## src/rtl/stream_feeder.sv

```systemverilog
// Read-only streamer: fetches data_length words from a BRAM starting at base_addr
// and presents them as an AXI-Stream through a 2-entry skid buffer.
module stream_feeder #(
  parameter int pADDR_WIDTH = 12,
  parameter int pDATA_WIDTH = 32
) (
  input  logic                   axis_clk,
  input  logic                   axis_rst_n,
  input  logic                   ap_start,
  input  logic [31:0]            data_length,
  input  logic [pADDR_WIDTH-1:0] base_addr,
  output logic                   ap_idle,
  output logic                   ap_done,
  output logic                   sm_tvalid,
  output logic [pDATA_WIDTH-1:0] sm_tdata,
  output logic                   sm_tlast,
  input  logic                   sm_tready,
  output logic                   buf_EN,
  output logic [3:0]             buf_WE,
  output logic [pADDR_WIDTH-1:0] buf_A,
  output logic [pDATA_WIDTH-1:0] buf_Di,
  input  logic [pDATA_WIDTH-1:0] buf_Do
);

  localparam logic [1:0] S_IDLE  = 2'd0;
  localparam logic [1:0] S_RUN   = 2'd1;
  localparam logic [1:0] S_DRAIN = 2'd2;

  logic [1:0]             state_q, state_d;
  logic                   done_q, done_d;
  logic [31:0]            len_q, len_d;
  logic [pADDR_WIDTH-1:0] base_q, base_d;
  logic [31:0]            idx_q, idx_d;
  logic                   infl_q, infl_d;
  logic                   infl_last_q, infl_last_d;
  logic [1:0]             occ_q, occ_d;
  logic [pDATA_WIDTH-1:0] data0_q, data0_d, data1_q, data1_d;
  logic                   last0_q, last0_d, last1_q, last1_d;

  logic       pop;
  logic       rd_en;
  logic       rd_last;
  logic [2:0] occ_eff;

  always_comb begin
    state_d     = state_q;
    done_d      = done_q;
    len_d       = len_q;
    base_d      = base_q;
    idx_d       = idx_q;
    occ_d       = occ_q;
    data0_d     = data0_q;
    data1_d     = data1_q;
    last0_d     = last0_q;
    last1_d     = last1_q;

    pop     = (occ_q != 2'd0) && sm_tready;
    // Occupancy net of this cycle's handshake, so a read can be issued into the
    // slot being freed; without it the 1-cycle read latency caps throughput at 1/2.
    occ_eff = {1'b0, occ_q} - {2'b00, pop};
    rd_en   = (state_q == S_RUN) && ((occ_eff + {2'b00, infl_q}) < 3'd2);
    rd_last = (idx_q == len_q - 32'd1);

    if (pop) begin
      data0_d = data1_q;
      last0_d = last1_q;
    end
    if (infl_q) begin
      if (occ_eff[1:0] == 2'd0) begin
        data0_d = buf_Do;
        last0_d = infl_last_q;
      end else begin
        data1_d = buf_Do;
        last1_d = infl_last_q;
      end
    end
    occ_d       = occ_eff[1:0] + {1'b0, infl_q};
    infl_d      = rd_en;
    infl_last_d = rd_en && rd_last;

    if (rd_en) begin
      idx_d = idx_q + 32'd1;
      if (rd_last) state_d = S_DRAIN;
    end

    case (state_q)
      S_IDLE: begin
        if (ap_start) begin
          if (data_length == 32'd0) begin
            done_d = 1'b1;
          end else begin
            done_d  = 1'b0;
            len_d   = data_length;
            base_d  = base_addr;
            idx_d   = '0;
            state_d = S_RUN;
          end
        end
      end
      S_DRAIN: begin
        if (pop && last0_q) begin
          state_d = S_IDLE;
          done_d  = 1'b1;
        end
      end
      default: ;
    endcase
  end

  always_ff @(posedge axis_clk or negedge axis_rst_n) begin
    if (!axis_rst_n) begin
      state_q     <= S_IDLE;
      done_q      <= 1'b0;
      len_q       <= '0;
      base_q      <= '0;
      idx_q       <= '0;
      infl_q      <= 1'b0;
      infl_last_q <= 1'b0;
      occ_q       <= '0;
      data0_q     <= '0;
      data1_q     <= '0;
      last0_q     <= 1'b0;
      last1_q     <= 1'b0;
    end else begin
      state_q     <= state_d;
      done_q      <= done_d;
      len_q       <= len_d;
      base_q      <= base_d;
      idx_q       <= idx_d;
      infl_q      <= infl_d;
      infl_last_q <= infl_last_d;
      occ_q       <= occ_d;
      data0_q     <= data0_d;
      data1_q     <= data1_d;
      last0_q     <= last0_d;
      last1_q     <= last1_d;
    end
  end

  assign ap_idle   = (state_q == S_IDLE);
  assign ap_done   = done_q;
  assign sm_tvalid = (occ_q != 2'd0);
  assign sm_tdata  = data0_q;
  assign sm_tlast  = sm_tvalid && last0_q;
  assign buf_EN    = rd_en;
  assign buf_WE    = '0;
  assign buf_Di    = '0;
  assign buf_A     = base_q + {idx_q[pADDR_WIDTH-3:0], 2'b00};

endmodule
```

## config.mk

```make
export PLATFORM = sky130hd
export DESIGN_NAME = stream_feeder
export DESIGN_NICKNAME = d
export VERILOG_FILES = /design/src/rtl/stream_feeder.sv
export SDC_FILE = /design/constraint.sdc
export NUM_CORES = 1
export LEC_CHECK = 0
export ABC_AREA = 1
export BUFFER_PORTS_ARGS = -buffer_cell sky130_fd_sc_hd__buf_2
export CORE_MARGIN = 8
export CORE_UTILIZATION = 45
export CTS_CLUSTER_SIZE = 12
export DETAILED_ROUTE_END_ITERATION = 10
export PLACE_DENSITY_LB_ADDON = 0.25
export RECOVER_POWER = 25
export SLEW_MARGIN = 30
export SYNTH_ARGS = -nofsm -noshare
export SYNTH_HDL_FRONTEND = slang
export SYNTH_SLANG_ARGS = --single-unit
```

## constraint.sdc

```tcl
create_clock -name axis_clk -period 3.3 [get_ports axis_clk]
set_input_delay 0 -clock axis_clk [delete_from_list [all_inputs] [get_ports axis_clk]]
set_output_delay 0 -clock axis_clk [all_outputs]
set_load 0.05 [all_outputs]
```

# After elaboration in Yosys (flattened, before gate mapping)
# Cells that the tools add are included.
totals:
  output_inout_bits: 85
  reg_bits: 149
  input_bits: 80
op_classes:
  reduce_logical: 13
  eq_ne: 5
  n_bitwise: 2
  add_sub_neg: 6
  magnitude_cmp: 1
  muxes: 20
op_table:
  columns: ["operator", "n"]
  rows:
  - ["32-bit 2-to-1 mux", 7]
  - ["32-bit by 1-bit adder with 32-bit output (second input constant)", 1]
  - ["32-bit == test", 1]
  - ["32-bit zero test", 1]
  - ["32-bit by 1-bit subtractor with 32-bit output (second input constant)", 1]
  - ["12-bit adder", 1]
  - ["2-bit 2-to-1 mux", 5]
  - ["1-bit 2-to-1 mux", 6]
  - ["3-bit AND reduction", 2]
  - ["1-bit logical AND", 5]
  - ["2-bit zero test", 2]
  - ["2-bit != test (second input constant)", 2]
  - ["2-bit case mux with 2 select lines", 1]
  - ["2-bit nonzero test", 2]
  - ["3-bit by 1-bit adder with 3-bit output", 1]
  - ["3-bit by 2-bit < comparator with 1-bit output (second input constant)", 1]
  - ["2-bit by 1-bit subtractor with 3-bit output", 1]
  - ["2-bit by 1-bit adder with 2-bit output", 1]
  - ["2-bit by 1-bit == test with 1-bit output (second input constant)", 1]
  - ["2-bit == test (second input constant)", 1]
  - ["1-bit NOT", 2]
  - ["1-bit case mux with 2 select lines", 1]
  - ["2-bit AND reduction", 1]

# Longest topological paths before layout
# Gate-level depths: netlist (run 1).
depth:
  ltp_word: 10
  mapped_depth: 20
  depth_no_buf: 19

# Worst setup path before layout (run 1)
# No wires, ideal clock.
synth_path:
  kind: "register to register"
  startpoint: "register occ_q[0]"
  endpoint: "register idx_q[30]"
  setup_slack_ns: -0.229
  t_arrival_ns: 3.446
  setup_time_ns: 0.082
  n_path_buf: 2
  synth_period_minus_slack_ns: 3.529
  stages_incl_launch_ff: 16
  required_time_ns: 3.218
  path_cell_list: "dfrtp_1 -> inv_1 -> nand2_1 -> nand2_1 -> inv_1 -> clkbuf_1 -> ha_1 -> ha_1 -> inv_1 -> ha_1 -> nor2_1 -> nand2_2 -> inv_2 -> clkbuf_1 -> o21ai_0 -> a31oi_1"
synth_via:
  elab_chain_cells: 10
synth_rtl:
  columns: ["item", "line_no", "source"]
  rows:
  - ["start: declaration", "36", "logic [1:0] occ_q, occ_d;"]
  - ["start signal: assignment", "119", "occ_q <= '0;"]
  - ["start signal: assignment", "132", "occ_q <= occ_d;"]
  - ["2-bit nonzero test (*)", null, null]
  - ["net sm_tvalid", "14", "output logic sm_tvalid,"]
  - ["1-bit logical AND (*)", "57", "pop = (occ_q != 2'd0) && sm_tready;"]
  - ["2-bit by 1-bit subtractor with 3-bit output (*)", "60", "occ_eff = {1'b0, occ_q} - {2'b00, pop};"]
  - ["3-bit by 1-bit adder with 3-bit output (*)", "61", "rd_en = (state_q == S_RUN) && ((occ_eff + {2'b00, infl_q}) < 3'd2);"]
  - ["3-bit by 2-bit < comparator with 1-bit output (*)", "61", null]
  - ["1-bit logical AND (*)", "61", null]
  - ["net buf_EN", "18", "output logic buf_EN,"]
  - ["32-bit 2-to-1 mux (*)", "81", "if (rd_en) begin"]
  - ["32-bit 2-to-1 mux", "89", "if (data_length == 32'd0) begin"]
  - ["32-bit 2-to-1 mux", "88", "if (ap_start) begin"]
  - ["32-bit 2-to-1 mux (*)", "86", "case (state_q)"]
  - ["net idx_d[30]", "33", "logic [31:0] idx_q, idx_d;"]
  - ["end signal: assignment", "129", "idx_q <= idx_d;"]
  - ["end: declaration", "33", null]
# Mark *: on every way through the listed nets, which the timed path passes. The rest lies on a longest branch.
# A chain may end at the register's enable or synchronous reset.

# Worst setup path after layout (run 1)
layout_path:
  startpoint: "register occ_q[1]"
  endpoint: "register state_q[0]"
layout_via:
  elab_chain_cells: 10
  elab_cells_between_ends: 12
  cone_classes: "add/sub: 2; order compare: 1; mux: 5; reduce/logical: 4"
layout_rtl:
  columns: ["item", "line_no", "source"]
  rows:
  - ["2-bit nonzero test", "57", null]
  - ["1-bit logical AND", "57", null]
  - ["2-bit by 1-bit subtractor with 3-bit output", "60", null]
  - ["3-bit by 1-bit adder with 3-bit output", "61", null]
  - ["3-bit by 2-bit < comparator with 1-bit output", "61", null]
  - ["1-bit logical AND", "61", null]
  - ["2-bit 2-to-1 mux", "81", null]
  - ["2-bit 2-to-1 mux", "89", null]
  - ["2-bit 2-to-1 mux", "88", null]
  - ["2-bit case mux with 2 select lines (*)", "86", null]
  - ["net state_d[0]", "29", "logic [1:0] state_q, state_d;"]
  - ["end signal: assignment", "125", "state_q <= state_d;"]
  - ["end: declaration", "29", null]
# Marks and branches as above.

==> reports/results.md, run 1 <==
| Item | This run | Unit |
| --- | --- | --- |
| Clock latency on the worst-skew pair | 420 | ps |
| Number of clock sinks seen by CTS | 149 | - |
| Worst setup margin | 400 | ps |
| Unrepaired setup endpoints after global routing | no | - |
| Largest net degree at the start of global routing | 94 | - |
| Avg Synthesized Cell Area | 7.70 | sq um |
| Actual slew at the worst max-slew pin | 2310 | ps |
| Clock tree from TritonCTS | built | - |
| Part of the Yosys area used for sequential elements | 42.2 | % |
| Final Slew Violations | 94 | - |
| Power density relative to cell area | 979 | mW/mm^2 |
| Number of optimization iterations in the first detailed-route pass | 5 | - |
| Drc violations | 0 | - |
| Die W | 156 | um |
| Unique cell type count in the Yosys netlist | 46 | - |
| Remaining Overflow, GRT | 0 | - |
| Routed length per instance | 14.9 | um |
| Achievable frequency | 0.345 | GHz |
| Die footprint | 0.0244 | sq mm |
| Mean number of vias per cell | 4.92 | - |
| Final count of negative-setup-slack endpoints | 0 | - |
| Worst hold path endpoint | sm_tdata[27]$_DFF_PN0_ | - |
| Total wirelength of the detailed-routed design | 24.2 | mm |
| Failing checks | max-capacitance violations, max-slew violations | - |
| Final clock period utilization by the worst path | 87.9 | % |
| Number of synthesized flops with an enable pin | 0 | - |
| Reg-to-reg critical path endpoint | state_q[0]$_DFF_PN0_ | - |
| Worst reg2reg startpoint | occ_q[1]$_DFF_PN0_ | - |
| Worst min-delay path class | input port to flop | - |
| Clock buffers created by TritonCTS | 17 | - |
| CP Launch Type | flop | - |
| Summed instance area of the synthesized netlist | 0.00884 | sq mm |
| Min-Delay Startpoint | sm_tready | - |
| Leakage | 5.49 | nW |
| Dominant cells by area after synthesis | sky130_fd_sc_hd__dfrtp_1 42%, sky130_fd_sc_hd__nand2_1 15%, sky130_fd_sc_hd__nor2_1 5.9% | - |
| Vert. Die Dim | 156 | um |
| Core area | 0.0194 | sq mm |
| Category of the most critical setup path | flop to flop | - |
| Most frequent cell after synthesis | sky130_fd_sc_hd__nand2_1 | - |
| Share of layout cells above drive strength 1 | 17.8 | % |
| Number of buffers on the longest clock path | 2 | - |
| Worst vdd rail ir drop | 0.730 | mV |
| Synthesized netlist cell count | 1148 | - |
| Cell type contributing the most total cell area after synthesis | sky130_fd_sc_hd__dfrtp_1 | - |
| Quantity of I/O buffers inserted on ports | 128 | - |
| H-tree levels | 4 | - |
| Minimum clock period | 2900 | ps |
| R2R cell count | 19 | - |
| Root buffer cell | sky130_fd_sc_hd__clkbuf_16 | - |
| Site row count | 51 | - |
| Synth warnings | 0 | - |
| Number of global-route vias before repair | 7863 | - |
| Detail Placement HPWL | 17.4 | mm |
| Sum of negative setup slack | 0 | ps |
| Final Wtd Congestion | 0.915 | - |
| Proportion of synthesized flip-flops having asynchronous set or reset | 100 | % |
| Headroom to the max-slew limit | -53.9 | % |
| # Post-CTS Setup Buffers | 0 | - |
| Count of cells along the worst hold path | 5 | - |
| Top_reg_cell synth | sky130_fd_sc_hd__dfrtp_1 | - |
| Initial antenna violation count | 0 | - |
| Run status | finished, violations left | - |
| Max FO, Critical Path | 7 | - |
| Layout Nets | 1442 | - |
| First-pass GRT wire length | 39.0 | mm |
| Number of storage elements in the synthesis netlist | 149 | - |
| Flop-to-flop setup slack | 400 | ps |
| Antenna diodes | 0 | - |
| Maximum clock skew at final layout | 9.30 | ps |
| Nature of the critical path endpoint | flop | - |
| All-Layer GR Usage | 20.0 | % |
| CP Data Required Time | 3600 | ps |
| Cell types with the highest counts after synthesis | 353 x sky130_fd_sc_hd__nand2_1, 149 x sky130_fd_sc_hd__dfrtp_1, 138 x sky130_fd_sc_hd__nor2_1 | - |
| Data arrival time of the worst path | 3200 | ps |
| Final hold vios | 0 | - |
| Starting DRC count in detailed routing | 415 | - |
| Place WS | 410 | ps |
| Via count | 7995 | - |
| Initial core utilization | 45.6 | % |
| Fraction of synthesized cell area taken by the top area cell type | 42.2 | % |
| Clock slew at the register clock pins of the worst setup and hold paths | 70 | ps |
| Area delta synth->final | 24.0 | % |
| Max-capacitance violation count | 1 | - |
| Antenna Violating Nets Remaining | 0 | - |
| I/O pin count | 165 | - |
[where the power goes]
group,internal (W),total [W],switching (W)
Combinational,0.00173,0.00552,0.00379
Clock,0.00112,0.00192,0.000794
Sequential,0.00261,0.00330,0.000685
Total,0.00546,0.0107,0.00527
[routing by layer]
| metal | up-vias | track usage [%] | part of all wire [%] |
|---|---|---|---|
| met5 | - | 0 | 0 |
| li1 | 4005 | - | - |
| met4 | 0 | 6.82 | 1.9 |
| met3 | 29 | 4.27 | 6.3 |
| met1 | 3738 | 25.4 | 44 |
| met2 | 223 | 33.2 | 48 |
[state kept, by name (all words and copies together) (netlist names), 2 cells and up]
signal	count
len_q	32
data1_q	32
base_q	12
state_q	2
sm_tdata	32
idx_q	32
occ_q	2
[stage by stage]
| step | std cells | util, % | hold WS (ps) | area, sq um | total power, W |
|---|---|---|---|---|---|
| after global routing | 1624 | 56.5 | 212 | 11000 | 0.0115 |
| after global placement | 1514 | 49.5 | 150 | 9600 | 0.00867 |
| after floorplan | 1183 | - | -296 | 8970 | 0.00741 |
| after detailed placement | 1514 | 49.5 | 150 | 9600 | 0.00876 |
| final | 1624 | 56.5 | 192 | 11000 | 0.0107 |
| after CTS | 1624 | 56.5 | 179 | 11000 | 0.0108 |
[what timing repair did]
item / in CTS / in global routing
hold buffers: 78 / 0
setup endpoints to repair: 0 / 0
hold endpoints to repair: 200 / 0
gates resized for setup: 0 / 0
[worst max-delay path by stage]
stage | startpoint | to | slack (ps) | depth (start not counted)
floorplan | occ_q[0]$_DFF_PN0_ | idx_q[25]$_DFF_PN0_ | 40 | 19
global placement | occ_q[1]$_DFF_PN0_ | idx_q[25]$_DFF_PN0_ | 530 | 18
detailed placement | occ_q[1]$_DFF_PN0_ | idx_q[25]$_DFF_PN0_ | 410 | 18
CTS | occ_q[1]$_DFF_PN0_ | state_q[0]$_DFF_PN0_ | 380 | 19
global route | occ_q[1]$_DFF_PN0_ | idx_q[25]$_DFF_PN0_ | 130 | 18
finish | occ_q[1]$_DFF_PN0_ | state_q[0]$_DFF_PN0_ | 400 | 19
[cells in the final DEF, fill, tap and decap left out, types with 5 or more instances in the layout]
| cell type | count |
|---|---|
| sky130_fd_sc_hd__buf_2 | 127 |
| sky130_fd_sc_hd__xor2_1 | 33 |
| sky130_fd_sc_hd__conb_1 | 36 |
| sky130_fd_sc_hd__nor2_1 | 138 |
| sky130_fd_sc_hd__ha_1 | 15 |
| sky130_fd_sc_hd__inv_1 | 95 |
| sky130_fd_sc_hd__a31oi_1 | 26 |
| sky130_fd_sc_hd__nor2_2 | 10 |
| sky130_fd_sc_hd__inv_2 | 5 |
| sky130_fd_sc_hd__nor2_4 | 6 |
| sky130_fd_sc_hd__dfrtp_1 | 149 |
| sky130_fd_sc_hd__clkbuf_16 | 17 |
| sky130_fd_sc_hd__clkinvlp_4 | 5 |
| sky130_fd_sc_hd__dlygate4sd3_1 | 78 |
| sky130_fd_sc_hd__o22ai_1 | 8 |
| sky130_fd_sc_hd__nor4_1 | 10 |
| sky130_fd_sc_hd__mux2_2 | 24 |
| sky130_fd_sc_hd__nand2_1 | 352 |
| sky130_fd_sc_hd__nand3_1 | 35 |
| sky130_fd_sc_hd__nor3_1 | 12 |
| sky130_fd_sc_hd__o21ai_0 | 45 |
| sky130_fd_sc_hd__nand2_2 | 9 |
| sky130_fd_sc_hd__buf_4 | 12 |
| sky130_fd_sc_hd__nand3_2 | 5 |
| sky130_fd_sc_hd__xnor2_1 | 23 |
| sky130_fd_sc_hd__a21oi_1 | 23 |
| sky130_fd_sc_hd__nand4_1 | 21 |
[cell families (layout without fill, tap and decap cells)]
| group | Yosys count | after routing | share of synthesized area, % |
|---|---|---|---|
| mux | 24 | 24 | 3.06 |
| fa+ha+maj | 16 | 16 | 2.35 |
| flops | 149 | 149 | 42.2 |
| other cells | 1 | 36 | 0.0424 |
| simple gates | 613 | 613 | 30.1 |
| xor+xnor | 57 | 57 | 5.73 |
| compound gates | 114 | 114 | 7.19 |
| buf+inv | 174 | 350 | 9.37 |
[cell type report]
type	instances	area, sq um
fill	1811	8440
multi-input combinational	860	4430
sequential	149	3730
timing repair buffer	218	1510
clock buffer	19	433
inverter	100	375
tap	265	332
clock inverter	13	150
[worst max-delay path: stages (launching register included)]
cell	delay (ps)
sky130_fd_sc_hd__dfrtp_1	360
sky130_fd_sc_hd__inv_1	90
sky130_fd_sc_hd__nand2_1	90
sky130_fd_sc_hd__nand2_2	70
sky130_fd_sc_hd__inv_1	50
sky130_fd_sc_hd__ha_1	180
sky130_fd_sc_hd__ha_1	300
sky130_fd_sc_hd__inv_1	90
sky130_fd_sc_hd__ha_1	310
sky130_fd_sc_hd__nor2_1	130
sky130_fd_sc_hd__nand2_2	100
sky130_fd_sc_hd__buf_4	180
sky130_fd_sc_hd__nor2_1	190
sky130_fd_sc_hd__nand3_1	100
sky130_fd_sc_hd__nor2_1	100
sky130_fd_sc_hd__nand3_1	100
sky130_fd_sc_hd__nor2_2	130
sky130_fd_sc_hd__nand3_2	90
sky130_fd_sc_hd__nand2_1	60
sky130_fd_sc_hd__nand2_1	40
(Power assumes the default switching activity.)
==> run 2: changes to the inputs <==
Settings changed: CTS_BUF_LIST from default to sky130_fd_sc_hd__clkbuf_4 sky130_fd_sc_hd__clkbuf_8, SLEW_MARGIN 30 to 20.
==> reports/results.md, run 2 (synthesis gave the netlist of run 1 again) <==
| Item | This run | Unit | Change |
| --- | --- | --- | --- |
| Run status | finished, violations left | - |  |
| Failing checks | max-capacitance violations, max-slew violations | - |  |
| Antenna diodes | 0 | - | unchanged |
| Initial core utilization | 45.6 | % | unchanged |
| Worst min-delay path class | input port to flop | - |  |
| Share of layout cells above drive strength 1 | 17.9 | % | +0.13 points |
| Most frequent cells in the layout | 352 x sky130_fd_sc_hd__nand2_1, 149 x sky130_fd_sc_hd__dfrtp_1, 138 x sky130_fd_sc_hd__nor2_1, 127 x sky130_fd_sc_hd__buf_2, 95 x sky130_fd_sc_hd__inv_1 | - |  |
| Largest net degree at the start of global routing | 94 | - | unchanged |
| Final count of negative-setup-slack endpoints | 0 | - | unchanged |
| Data arrival time of the worst path | 3340 | ps | +140 ps |
| Critical Path, Cell by Cell | inv_1 > nand2_1 > nand2_2 > inv_1 > ha_1 > ha_1 > inv_1 > ha_1 > nor2_1 > nand2_2 > inv_2 > buf_4 > nand2_1 > o21ai_0 > a31oi_1 > dlygate4sd3_1 | - |  |
| Worst vdd rail ir drop | 0.729 | mV | -0.13% |
| Unrepaired setup endpoints after global routing | no | - |  |
| Category of the most critical setup path | flop to flop | - |  |
| Achievable frequency | 0.334 | GHz | -3.2% |
| Sum of negative setup slack | 0 | ps | unchanged |
| Die W | 156 | um | unchanged |
| Maximum clock skew at final layout | 12.8 | ps | +3.53 ps |
| Routed length per instance | 15.0 | um | +0.24% |
| H-tree levels | 4 | - | unchanged |
| Most common cell after layout, fill and taps aside | sky130_fd_sc_hd__nand2_1 | - |  |
| Count of fill cells added during filler insertion | 1842 | - | +1.7% |
| Site row count | 51 | - | unchanged |
| Clock latency on the worst-skew pair | 460 | ps | +40 ps |
| Clock slew at the register clock pins of the worst setup and hold paths | 90 | ps | +20 ps |
| Die footprint | 0.0244 | sq mm | unchanged |
| Minimum clock period | 3000 | ps | +96.0 ps |
| Power density relative to cell area | 952 | mW/mm^2 | -2.8% |
| All-Layer GR Usage | 20.0 | % | +0.042 points |
| Mean number of vias per cell | 4.96 | - | +0.73% |
| CP Launch Type | flop | - |  |
| Vert. Die Dim | 156 | um | unchanged |
| Nature of the critical path endpoint | flop | - |  |
| Final Slew Violations | 94 | - | unchanged |
| Actual slew at the worst max-slew pin | 2320 | ps | +11.2 ps |
| First-pass GRT wire length | 39.1 | mm | about the same |
| Core area | 0.0194 | sq mm | unchanged |
| Headroom to the max-slew limit | -54.7 | % | -0.75 points |
| Remaining Overflow, GRT | 0 | - | unchanged |
| Layout Nets | 1443 | - | +0.069% |
| I/O pin count | 165 | - | unchanged |
| Max-capacitance violation count | 1 | - | unchanged |
| Final clock period utilization by the worst path | 90.8 | % | +2.9 points |
| Clock buffers created by TritonCTS | 17 | - | unchanged |
| Quantity of I/O buffers inserted on ports | 128 | - | unchanged |
| Number of clock sinks seen by CTS | 149 | - | unchanged |
| Detail Placement HPWL | 17.4 | mm | unchanged |
| Placed cell areas | 0.00960 | sq mm | unchanged |
| Drc violations | 0 | - | unchanged |
| Number of global-route vias before repair | 7836 | - | -0.34% |
| Initial antenna violation count | 0 | - | unchanged |
| Total wirelength of the detailed-routed design | 24.3 | mm | +0.30% |
| Number of optimization iterations in the first detailed-route pass | 5 | - | unchanged |
| Leakage | 5.41 | nW | -1.4% |
| Worst stage delay on the critical path | 570 | ps | +210 ps |
| Final Wtd Congestion | 0.915 | - | unchanged |
| Area delta synth->final | 22.1 | % |  |
| Via count | 8058 | - | +0.79% |
| Antenna Violating Nets Remaining | 0 | - | unchanged |
| Max FO, Critical Path | 8 | - | +1 |
| Number of buffers on the longest clock path | 2 | - | unchanged |
| Starting DRC count in detailed routing | 397 | - | -4.3% |
| Post-cts resize count | 0 | - | unchanged |
| CP Data Required Time | 3650 | ps | +50 ps |
| Post-route cell area | 0.0108 | sq mm | -1.6% |
| Final hold vios | 0 | - | unchanged |
| Critical path's slowest cell | sky130_fd_sc_hd__dlygate4sd3_1 | - |  |
| Clock tree from TritonCTS | built | - |  |
| Root buffer cell | sky130_fd_sc_hd__clkbuf_8 | - |  |
run 2: cell count changes in the layout (fill, tap and decap cells not counted):
cell | before | now
sky130_fd_sc_hd__clkbuf_4 | 0 | 2
sky130_fd_sc_hd__clkbuf_16 | 17 | 0
sky130_fd_sc_hd__dlygate4sd3_1 | 78 | 79
sky130_fd_sc_hd__clkbuf_1 | 2 | 0
sky130_fd_sc_hd__clkbuf_8 | 0 | 17
run 2: per-layer routing:
metal | part of all wire (%) | up-vias | wire [um] | GRT usage (%)
li1 | - | 4002 | - | -
met1 | 44 | 3793 | 10700 | 25.5
met2 | 48 | 234 | 11800 | 33.4
met3 | 6.0 | 29 | 1450 | 4.35
met4 | 1.6 | 0 | 393 | 6.41
met5 | 0 | - | 0 | 0
run 2: area by class of cell:
type,instances,area [sq um],area share (%)
multi-input cells,860,4430,41.1
flip-flops and latches,149,3730,34.6
repair buffers,219,1520,14.1
inverters,100,375,3.48
well taps,265,332,3.07
clock buffers,19,249,2.31
clock inverters,13,150,1.39
run 2: worst paths after layout:
check / endpoint / startpoint / cells after the start / slack [ps]
setup / recovery: idx_q[30]$_DFF_PN0_ / occ_q[0]$_DFF_PN0_ / 16 / 300
hold / removal: sm_tdata[27]$_DFF_PN0_ / sm_tready / 5 / 160
setup reg to reg: idx_q[30]$_DFF_PN0_ / occ_q[0]$_DFF_PN0_ / 16 / 300
hold reg to reg: base_q[0]$_DFFE_PN0P_ / base_q[0]$_DFFE_PN0P_ / 2 / 490
max in group asynchronous: data1_q[14]$_DFFE_PN0P_ / axis_rst_n / 2 / 1160
min in group asynchronous: sm_tdata[20]$_DFF_PN0_ / axis_rst_n / 2 / 770
run 2: metrics by stage:
step / cells / hold slack, ps / util [%] / total power [W] / setup slack, ps
after floorplan: 1183 / -296 / - / 0.00741 / 38.2
after global placement: 1514 / 150 / 49.5 / 0.00867 / 530
after detailed placement: 1514 / 150 / 49.5 / 0.00876 / 410
after CTS: 1625 / 126 / 55.6 / 0.0103 / 283
after global routing: 1625 / 150 / 55.6 / 0.0110 / 96.5
final: 1625 / 161 / 55.6 / 0.0103 / 304
run 2: repair_timing:
item	CTS	global route
buffers inserted	0	0
endpoints found under the hold margin	200	0
hold buffers	79	0
run 2: critical path: cells and delay by family (launching register included):
| kind | cells | cell delay [ps] |
|---|---|---|
| AO/OA/AOI/OAI | 2 | 150 |
| adder cells (fa/ha/maj) | 3 | 790 |
| buffers and inverters | 6 | 1130 |
| AND/OR/NAND/NOR | 5 | 450 |
| flip-flops | 1 | 370 |
run 2: power breakdown:
part	total [W]	leakage, nW	internal, W	switching, W
Sequential	0.00329	1.84	0.00261	0.000683
Combinational	0.00554	3.38	0.00174	0.00380
Clock	0.00144	0.186	0.000697	0.000742
Total	0.0103	5.41	0.00505	0.00522
==> run 3: changes to the inputs <==
Settings changed: ABC_AREA 1 to default, CAP_MARGIN from default to 25.
==> reports/results.md, run 3 <==
| Item | This run | Unit | Change |
| --- | --- | --- | --- |
| Run status | finished, violations left | - |  |
| Failing checks | max-capacitance violations, max-slew violations | - |  |
| Site row count | 49 | - | -3.9% |
| H-tree levels | 4 | - | unchanged |
| Number of placed instances with taps included | 1230 | - | -19% |
| Crit. path cell count | 7 | - | -9 |
| Total wirelength of the detailed-routed design | 21.6 | mm | -11% |
| Mean number of vias per cell | 5.20 | - | +4.8% |
| Synth warnings | 0 | - | unchanged |
| Final Slew Violations | 96 | - | +2.1% |
| Initial core utilization | 46.0 | % | +0.48 points |
| Max FO, Critical Path | 8 | - | unchanged |
| Number of optimization iterations in the first detailed-route pass | 4 | - | -1 |
| Headroom to the max-slew limit | -60.1 | % | -5.4 points |
| Quantity of I/O buffers inserted on ports | 128 | - | unchanged |
| Worst stage delay on the critical path | 650 | ps | +80 ps |
| Initial antenna violation count | 0 | - | unchanged |
| Most frequent cells in the layout | 190 x sky130_fd_sc_hd__nand2_1, 149 x sky130_fd_sc_hd__dfrtp_1, 127 x sky130_fd_sc_hd__buf_2, 78 x sky130_fd_sc_hd__dlygate4sd3_1, 56 x sky130_fd_sc_hd__o21ai_0 | - |  |
| Flop-to-flop setup slack | 190 | ps | -110 ps |
| Minimum clock period | 3110 | ps | +113 ps |
| Power density relative to cell area | 841 | mW/mm^2 | -12% |
| Top_reg_cell synth | sky130_fd_sc_hd__dfrtp_1 | - |  |
| Worst min-delay path class | input port to flop | - |  |
| Routed length per instance | 16.1 | um | +7.6% |
| Most frequent cell after synthesis | sky130_fd_sc_hd__nand2_1 | - |  |
| Starting DRC count in detailed routing | 413 | - | +4.0% |
| Summed instance area of the synthesized netlist | 0.00833 | sq mm | -5.8% |
| Data arrival time of the worst path | 3470 | ps | +130 ps |
| Worst reg2reg startpoint | len_q[9]$_DFFE_PN0P_ | - |  |
| Share of layout cells above drive strength 1 | 21.5 | % | +3.6 points |
| Final standard cell count with taps included and fillers excluded | 1344 | - | -17% |
| Worst vdd rail ir drop | 0.452 | mV | -38% |
| Final hold vios | 0 | - | unchanged |
| CP Data Required Time | 3660 | ps | about the same |
| Placed cell areas | 0.00910 | sq mm | -5.2% |
| Antenna diodes | 0 | - | unchanged |
| Sum of negative setup slack | 0 | ps | unchanged |
| Nature of the critical path endpoint | flop | - |  |
| Crit path to | state_q[1]$_DFF_PN0_ | - |  |
| Die W | 152 | um | -2.6% |
| Number of clock sinks seen by CTS | 149 | - | unchanged |
| Achievable frequency | 0.322 | GHz | -3.6% |
| Core area | 0.0181 | sq mm | -6.8% |
| Number of synthesized flops with an enable pin | 0 | - | unchanged |
| Unique cell type count in the Yosys netlist | 56 | - | +22% |
| Remaining Overflow, GRT | 0 | - | unchanged |
| Cell types with the highest counts after synthesis | 191 x sky130_fd_sc_hd__nand2_1, 149 x sky130_fd_sc_hd__dfrtp_1, 57 x sky130_fd_sc_hd__o21ai_0 | - |  |
| I/O pin count | 165 | - | unchanged |
| Part of the Yosys area used for sequential elements | 44.8 | % | +2.6 points |
| Largest net degree at the start of global routing | 96 | - | +2.1% |
| Via count | 6984 | - | -13% |
| CP Launch Type | flop | - |  |
| Clock tree from TritonCTS | built | - |  |
| Drc violations | 0 | - | unchanged |
| Antenna Violating Nets Remaining | 0 | - | unchanged |
| Number of buffers on the longest clock path | 2 | - | unchanged |
| Clock buffers created by TritonCTS | 17 | - | unchanged |
| Crit. Startpoint | len_q[9]$_DFFE_PN0P_ | - |  |
| Final clock period utilization by the worst path | 94.2 | % | +3.4 points |
| Vert. Die Dim | 152 | um | -2.6% |
| Clock slew at the register clock pins of the worst setup and hold paths | 80 | ps | about the same |
| Min-Delay Startpoint | sm_tready | - |  |
| All-Layer GR Usage | 18.8 | % | -1.3 points |
| Actual slew at the worst max-slew pin | 2400 | ps | +81.5 ps |
| Die footprint | 0.0231 | sq mm | -5.2% |
| Category of the most critical setup path | flop to flop | - |  |
| Critical path's slowest cell | sky130_fd_sc_hd__or4_1 | - |  |
| Detail Placement HPWL | 15.0 | mm | -14% |
| Max-capacitance violation count | 1 | - | unchanged |
| Crit-path leading delay family | simple AND/OR/NAND/NOR gates | - |  |
| Final Wtd Congestion | 0.898 | - | -1.8% |
| CP Buf/Inv Count | 0 | - | -6 |
| Area delta synth->final | 24.6 | % |  |
| Critical Path, Cell by Cell | or4_1 > or4_4 > o41ai_2 > nand4_1 > nor4_1 > o2111ai_1 > o31ai_1 | - |  |
| Final count of negative-setup-slack endpoints | 0 | - | unchanged |
| Number of global-route vias before repair | 7087 | - | -9.6% |
| Synthesized netlist cell count | 903 | - | -21% |
| Unrepaired setup endpoints after global routing | no | - |  |
| Reg-to-reg critical path endpoint | state_q[1]$_DFF_PN0_ | - |  |
| Most common cell after layout, fill and taps aside | sky130_fd_sc_hd__nand2_1 | - |  |
| Cell type contributing the most total cell area after synthesis | sky130_fd_sc_hd__dfrtp_1 | - |  |
| Layout Nets | 1198 | - | -17% |
| Fraction of synthesized cell area taken by the top area cell type | 44.8 | % | +2.6 points |
| Root buffer cell | sky130_fd_sc_hd__clkbuf_8 | - |  |
| First-pass GRT wire length | 36.0 | mm | -7.9% |
| Post-route cell area | 0.0104 | sq mm | -3.9% |
| Maximum clock skew at final layout | 9.77 | ps | -3.06 ps |
| Avg Synthesized Cell Area | 9.22 | sq um | +20% |
| Number of storage elements in the synthesis netlist | 149 | - | unchanged |
| Clock latency on the worst-skew pair | 450 | ps | about the same |
| Proportion of synthesized flip-flops having asynchronous set or reset | 100 | % | unchanged |
| Dominant cells by area after synthesis | sky130_fd_sc_hd__dfrtp_1 45%, sky130_fd_sc_hd__nand2_1 8.6%, sky130_fd_sc_hd__mux2_2 4.6% | - |  |
| Leakage | 4.84 | nW | -11% |
| R2R cell count | 7 | - | -9 |
==> run 3: where the power goes <==
| part | internal (W) | total, W | switching [W] |
|---|---|---|---|
| Combinational | 0.00151 | 0.00425 | 0.00274 |
| Sequential | 0.00245 | 0.00294 | 0.000484 |
| Clock | 0.000788 | 0.00153 | 0.000746 |
| Total | 0.00475 | 0.00873 | 0.00397 |
==> run 3: stage by stage <==
| stage | utilization (%) | power [W] | setup slack [ps] | hold slack (ps) |
|---|---|---|---|---|
| after floorplan | - | 0.00613 | 4.98 | -296 |
| after global placement | 50.3 | 0.00702 | 192 | 163 |
| after detailed placement | 50.3 | 0.00710 | 65.8 | 172 |
| after CTS | 57.0 | 0.00873 | 13.3 | 146 |
| after global routing | 57.3 | 0.00930 | 5.83 | 168 |
| final | 57.3 | 0.00873 | 190 | 179 |
==> run 3: kinds of logic (layout without fill, tap and decap cells) <==
kind of cell | after synthesis | after routing | share of synthesized area (%)
AND/OR/NAND/NOR | 374 | 374 | 21.0
AO/OA/AOI/OAI | 126 | 126 | 9.11
buffers and inverters | 98 | 275 | 6.43
multiplexers | 68 | 68 | 8.69
XOR/XNOR | 71 | 71 | 7.47
flip-flops | 149 | 149 | 44.8
other | 1 | 36 | 0.0450
adder cells (fa/ha/maj) | 16 | 16 | 2.49
==> run 3: final cells by class <==
cell class | count | area [sq um]
inverter | 14 | 52.6
clock buffer | 19 | 255
timing repair buffer | 229 | 1590
tap | 229 | 287
fill | 1627 | 7710
multi-input combinational | 691 | 4280
clock inverter | 13 | 171
sequential | 149 | 3730
==> run 3: how the worst min path moves through the flow <==
| stage | slack (ps) | cells after the start | end |
|---|---|---|---|
| detailed placement | 170 | 1 | data1_q[29]$_DFFE_PN0P_ |
| CTS | 150 | 5 | occ_q[0]$_DFF_PN0_ |
| floorplan | -300 | 0 | ap_done$_DFFE_PN0P_ |
| global placement | 160 | 1 | sm_tdata[29]$_DFF_PN0_ |
| global route | 170 | 5 | occ_q[0]$_DFF_PN0_ |
| finish | 180 | 5 | occ_q[0]$_DFF_PN0_ |
==> run 3: repair_timing <==
item | CTS | global route
buffers inserted | 0 | 4
endpoints found under the setup margin | 0 | 9
hold buffers | 78 | 0
endpoints found under the hold margin | 201 | 0
resized for setup | 0 | 8
==> run 3: worst reg2reg max path, cell delays in order, from the launching register on <==
cell,delay [ps]
sky130_fd_sc_hd__dfrtp_1,470
sky130_fd_sc_hd__or4_1,650
sky130_fd_sc_hd__or4_4,610
sky130_fd_sc_hd__o41ai_2,440
sky130_fd_sc_hd__nand4_1,140
sky130_fd_sc_hd__nor4_1,290
sky130_fd_sc_hd__o2111ai_1,210
sky130_fd_sc_hd__o31ai_1,220
==> run 3: per-layer routing <==
layer | vias up | global-route usage, % | wire length [um]
met4 | 0 | 6.43 | 374
met2 | 163 | 30.9 | 10300
li1 | 3433 | - | -
met3 | 28 | 3.86 | 927
met5 | - | 0 | 0
met1 | 3360 | 24.2 | 10000
